File: src/rtl/video_pack_pkg.sv
// Shared pack layout, control-bit positions, colour-bar constants and FSM state type
// for the video_packer front end.
package video_pack_pkg;

  localparam int unsigned RGB_W  = 24;
  localparam int unsigned CTRL_W = 4;

  // Bit positions inside the 4-bit control field of the pack.
  localparam int unsigned CTRL_VS    = 3;
  localparam int unsigned CTRL_HS    = 2;
  localparam int unsigned CTRL_DE    = 1;
  localparam int unsigned CTRL_VALID = 0;

  localparam int unsigned NUM_BARS = 8;

  localparam logic [RGB_W-1:0] BAR_WHITE   = 24'hFFFFFF;
  localparam logic [RGB_W-1:0] BAR_YELLOW  = 24'hFFFF00;
  localparam logic [RGB_W-1:0] BAR_CYAN    = 24'h00FFFF;
  localparam logic [RGB_W-1:0] BAR_GREEN   = 24'h00FF00;
  localparam logic [RGB_W-1:0] BAR_MAGENTA = 24'hFF00FF;
  localparam logic [RGB_W-1:0] BAR_RED     = 24'hFF0000;
  localparam logic [RGB_W-1:0] BAR_BLUE    = 24'h0000FF;
  localparam logic [RGB_W-1:0] BAR_BLACK   = 24'h000000;

  typedef enum logic [1:0] {StIdle, StActive, StError} state_e;

  function automatic logic [RGB_W-1:0] bar_rgb(input logic [2:0] idx);
    logic [RGB_W-1:0] rgb;
    unique case (idx)
      3'd0:    rgb = BAR_WHITE;
      3'd1:    rgb = BAR_YELLOW;
      3'd2:    rgb = BAR_CYAN;
      3'd3:    rgb = BAR_GREEN;
      3'd4:    rgb = BAR_MAGENTA;
      3'd5:    rgb = BAR_RED;
      3'd6:    rgb = BAR_BLUE;
      default: rgb = BAR_BLACK;
    endcase
    return rgb;
  endfunction

endpackage

File: src/rtl/sync_edge.sv
// Registers vs/de and produces single-cycle rise/fall strobes against the current inputs.
module sync_edge (
  input  logic clk,
  input  logic rst,
  input  logic vs,
  input  logic de,
  output logic vs_rise,
  output logic de_rise,
  output logic de_fall
);

  logic vs_q, de_q;

  always_ff @(posedge clk) begin
    if (rst) begin
      vs_q <= 1'b0;
      de_q <= 1'b0;
    end else begin
      vs_q <= vs;
      de_q <= de;
    end
  end

  assign vs_rise = vs & ~vs_q;
  assign de_rise = de & ~de_q;
  assign de_fall = ~de & de_q;

endmodule

File: src/rtl/video_packer.sv
// Packs raw vs/hs/de/RGB video into {RGB, ctrl, x, y}, checks frame geometry and flags errors.
// Optional colour-bar generator enabled with `define VIDEO_PACKER_PATTERN_EN.
module video_packer
  import video_pack_pkg::*;
#(
  parameter  int unsigned H_ACT     = 1280,
  parameter  int unsigned V_ACT     = 720,
  localparam int unsigned X_W       = $clog2(H_ACT),
  localparam int unsigned Y_W       = $clog2(V_ACT),
  localparam int unsigned PACK_SIZE = RGB_W + CTRL_W + X_W + Y_W
) (
  input  logic                 clk,
  input  logic                 rst,
  input  logic                 i_vs,
  input  logic                 i_hs,
  input  logic                 i_de,
  input  logic [RGB_W-1:0]     i_rgb,
  input  logic                 pattern_en,
  output logic [PACK_SIZE-1:0] o_pack,
  output logic                 frame_done,
  output logic                 frame_err,
  output logic [7:0]           err_cnt
);

  // Counters are one bit wider than the coordinate fields so they can reach H_ACT / V_ACT.
  localparam logic [X_W:0] X_END = (X_W+1)'(H_ACT);
  localparam logic [Y_W:0] Y_END = (Y_W+1)'(V_ACT);

  state_e           state_q;
  logic [X_W:0]     x_q;
  logic [Y_W:0]     y_q;
  logic             armed_q;  // current frame began with a vs_rise seen while already active

  logic             vs_rise, de_rise, de_fall;
  logic             in_active, line_long, lines_over, line_short;
  logic             geo_err, pix_ok, line_done;
  logic [X_W-1:0]   x_out;
  logic [Y_W-1:0]   y_out;
  logic [CTRL_W-1:0] ctrl;
  logic [RGB_W-1:0] rgb_out;

  sync_edge u_sync_edge (
    .clk     (clk),
    .rst     (rst),
    .vs      (i_vs),
    .de      (i_de),
    .vs_rise (vs_rise),
    .de_rise (de_rise),
    .de_fall (de_fall)
  );

  always_comb begin
    in_active  = (state_q == StActive) && !vs_rise;
    line_long  = i_de && (x_q == X_END);
    lines_over = de_rise && (y_q == Y_END);
    // A de_fall with nothing counted follows an uncounted vs-coincident pixel; ignore it.
    line_short = de_fall && (x_q != '0) && (x_q != X_END);
    geo_err    = vs_rise ? i_de : (in_active && (line_long || lines_over || line_short));
    pix_ok     = in_active && i_de && !line_long && !lines_over;
    line_done  = in_active && de_fall && (x_q == X_END);
    x_out      = vs_rise ? '0 : x_q[X_W-1:0];
    y_out      = vs_rise ? '0 : y_q[Y_W-1:0];

    ctrl             = '0;
    ctrl[CTRL_VS]    = i_vs;
    ctrl[CTRL_HS]    = i_hs;
    ctrl[CTRL_DE]    = i_de;
    ctrl[CTRL_VALID] = pix_ok;
  end

`ifdef VIDEO_PACKER_PATTERN_EN
  localparam int unsigned BAR_W = H_ACT / NUM_BARS;

  logic [2:0] bar_idx;

  // Comparator chain against bar starts; the last bar absorbs any remainder.
  always_comb begin
    bar_idx = '0;
    for (int k = 1; k < NUM_BARS; k++) begin
      if (x_out >= X_W'(k * BAR_W)) bar_idx = 3'(k);
    end
  end

  assign rgb_out = pattern_en ? bar_rgb(bar_idx) : i_rgb;
`else
  logic unused_pattern_en;
  assign unused_pattern_en = pattern_en;
  assign rgb_out           = i_rgb;
`endif

  always_ff @(posedge clk) begin
    if (rst) begin
      state_q    <= StIdle;
      x_q        <= '0;
      y_q        <= '0;
      armed_q    <= 1'b0;
      o_pack     <= '0;
      frame_done <= 1'b0;
      frame_err  <= 1'b0;
      err_cnt    <= '0;
    end else begin
      o_pack     <= {rgb_out, ctrl, x_out, y_out};
      frame_err  <= geo_err;
      frame_done <= vs_rise && (state_q == StActive) && armed_q && (y_q == Y_END);
      if (geo_err && (err_cnt != 8'hFF)) err_cnt <= err_cnt + 8'd1;

      if (vs_rise) begin
        state_q <= StActive;
        x_q     <= '0;
        y_q     <= '0;
        armed_q <= (state_q == StActive);
      end else if (state_q == StActive) begin
        if (geo_err) begin
          state_q <= StError;
        end else if (pix_ok) begin
          x_q <= x_q + 1'b1;
        end else if (line_done) begin
          x_q <= '0;
          y_q <= y_q + 1'b1;
        end
      end
    end
  end

endmodule
File: config.mk
export PLATFORM = sky130hd
export DESIGN_NAME = video_packer
export DESIGN_NICKNAME = d
export VERILOG_FILES = /design/src/rtl/video_pack_pkg.sv /design/src/rtl/sync_edge.sv /design/src/rtl/video_packer.sv
export SDC_FILE = /design/constraint.sdc
export NUM_CORES = 1
export LEC_CHECK = 0
export BUFFER_PORTS_ARGS = -buffer_cell sky130_fd_sc_hd__buf_2
export CORE_AREA = 2 2 84 106
export CTS_CLUSTER_SIZE = 40
export DETAILED_ROUTE_END_ITERATION = 8
export DIE_AREA = 0 0 86 108
export PLACE_DENSITY = 0.75
export SYNTH_ARGS = -nofsm -noshare
export SYNTH_HDL_FRONTEND = slang
export SYNTH_SLANG_ARGS = --single-unit
File: constraint.sdc
create_clock -name clk -period 2.7 [get_ports clk]
set_input_delay 0.27 -clock clk [delete_from_list [all_inputs] [get_ports clk]]
set_output_delay 0.27 -clock clk [all_outputs]
set_load 0.02 [all_outputs]
==> impl_metrics.toml <==
[global_routing]
gr-total-overflow = 0
grt_max_degree = 29
grt_pass1_vias = 2441
grt_usage_pct = 14.47
antenna_found_initial = 0
grt_pass1_wl_mm = 10.72

[logic_synthesis]
synth-async-reset-ratio_pct = 0
netlist_top_cells_count = "dfxtp_1, nor2_1, nor2b_1"
synth_top_area_cell = "dfxtp_1"
yosys_warnings = 0
synth_edf_count = 0
syn-cell-area_um2 = 3261
synth_cell_type_count = 55
ys_seq_elements = 85
netlist_top_cells_area = "dfxtp_1, nor2b_1, nor2_1"
syn_inst = 327
synth_fp_nets = 362
ys_seq_area_share_pct = 52.19
synth_most_common_cell = "dfxtp_1"
syn_area_per_cell_um2 = 9.971
yosysTopAreaCellShare_pct = 52.19
synth_flop_cell = "dfxtp_1"

[routing]
viasPerCell = 4.850
postRouteAntennaNets = 0
drc = 0
vias = 2493
wl_per_cell_um = 12.54
drt_iter0_markers = 74
dr.pass1.iters = 4
wl_mm = 6.444

[pwr]
total_power_mw = 2.331
p_per_area_nw_per_um2 = 589.6
irDropWorstVdd_mv = 0.2060
p_leak_nw = 1.712

[hold_path]
hp-class = "in2reg"
min_from = "i_rgb[6]"

[worst_setup_path]
path_class = "reg2reg"
crit_start = "x_q[0]"
crit_path_top_delay_cell = "or4_4"
cp-start-kind = "flip-flop"
worstPathMaxFanout = 10
end_kind = "flip-flop"
crit_chain = "inv_1 -> ha_1 -> or4b_4 -> or4_4 -> a22oi_4 -> a21oi_4 -> nand4_1 -> mux2_1"
worstPathArrival_ps = 2800
r2r-start = "x_q[0]"
crit_required_ps = 2940
worst_path_largest_cell_delay_ps = 520

[clock_network]
clock_latency_ps = 350
clock-sinks = 85
cts_setup_buffers = 0
cts-htree-levels = 3
clkTransAtPathRegs_ps = 80
cts_buffers = 9
cts_tree = "built"
postCtsHoldBufs = 0
cts_root_buf = "clkbuf_8"
cts_resized = 0
cts_buffer_depth = 2

[timing]
report.final.slew_viol_count = 0
rsz0062_at_grt = "false"
finalSetupViolations = 0
min_period_ps = 2558
finClkSkew_ps = 8.629
tightest_slew_ps = 487.8
hold_violations = 0
hold_slack_ps = 123.4
fin_setup_tns_ps = 0
slew_headroom_pct = 67.40
fin_crit_sh_pct = 94.74
fmax_mhz = 390.9

[place]
dp_hpwl_mm = 4.561
post-place-cells = 498
io_buffers = 87
gp_congestion = 0.8129

[die]
pin_count = 89
coreArea_um2 = 8194
die_y_um = 108
num_rows = 37
die_w_um = 86
dieArea_um2 = 9288
initial_core_util_pct = 39.79

[finish]
layout-drive-gt1-share_pct = 31.89
nets = 447
final-instance-count-excl-fill = 514
final_util_pct = 48.25
fillCellCount = 800
num_antenna_cells = 0
area_growth_pct = 21.26

[status]
outcome = "complete, no violations"

[flow_run]
drv_cap = 0
## worst max-delay path: cells and delay by family, from the launching register on
family | cells | cell delay [ps]
mux | 1 | 320
flops | 1 | 360
fa+ha+maj | 1 | 140
buf+inv | 1 | 90
simple gates | 3 | 1160
compound gates | 2 | 380
## placed cells by master, fill, tap and decap left out, types with 2 or more instances in the layout
master    Yosys  routed
nor4_2        3       3
nand3b_1      5       5
and2_1       14      14
clkbuf_8      0      10
nand2b_1      3       3
mux2_1        2       2
o21ai_0       2       2
nor4_1        2       2
ha_1          5       5
a211oi_1      3       3
and3_2        2       2
nor2_1       41      41
xor2_1        4       4
dfxtp_1      85      85
or2_2         2       2
or3_1         2       2
buf_2         3      87
xnor2_1       9       9
nor2b_1      31      31
a21oi_1      22      22
inv_1         9       9
a21bo_1       2       2
a211oi_2      2       2
nor3_1        4       4
clkinv_2      0       3
buf_4         2       3
o21ai_1       5       5
nand4_1       3       3
nor4bb_1      2       2
or4_4         3       3
nand2_1       9       9
nor2_4        2       2
nand3_1      12      12
clkinv_4      0       2
## state kept, by name, summed over array words and instances, names as in the netlist
signal and count:
state_q 2, armed_q 1, o_pack 49, frame_done 1, frame_err 1, x_q 12, y_q 11, err_cnt 8
## layout make-up
| cell class | instances | area [um^2] | share of cell area [%] |
|---|---|---|---|
| Sequential cell | 85 | 1702 | 43.04 |
| Multi-Input combinational cell | 217 | 1439 | 36.39 |
| Timing Repair Buffer | 90 | 457.9 | 11.58 |
| Clock buffer | 10 | 137.6 | 3.481 |
| Tap cell | 97 | 121.4 | 3.070 |
| Clock inverter | 6 | 62.56 | 1.582 |
| Inverter | 9 | 33.78 | 0.8544 |
## routing by layer
layer  share of wire [%]  vias to the layer above  track usage (%)
met2                  50                       61            23.64
met5                   0                        -                0
met1                  43                     1154            16.92
met4                 2.3                        0            7.483
li1                    -                     1268                -
met3                 4.9                       10            4.580
## per-stage QoR
stage,cell area (um^2),setup slack (ps)
floorplan,3261,295.3
global placement,3754,195.9
detailed placement,3754,138.2
CTS,3954,135.9
global route,3954,25.68
finish,3954,142.0
## power by group
group / leakage (nW) / switching [mW] / internal (mW)
clock: 0.106 / 0.434 / 0.451
sequential: 0.693 / 0.0103 / 1.28
combinational: 0.913 / 0.0953 / 0.0620
total: 1.71 / 0.539 / 1.79
## cells by family (layout without fill, tap and decap cells)
family          Yosys count  in the layout  synth area share [%]
simple gates            153            153                 28.43
flops                    85             85                 52.19
buf+inv                  25            115                 3.683
compound gates           43             43                 9.286
xor+xnor                 13             13                 3.492
mux                       3              3                0.9977
fa+ha+maj                 5              5                 1.919
## final timing paths
path                                    to  slack, ps  cells past startpoint
worst max-delay path            err_cnt[5]        140                      8
worst min-delay path            o_pack[31]        120                      2
worst max register to register  err_cnt[5]        140                      8
worst min register to register     armed_q        460                      2
Power figures use the tool's default switching activity.
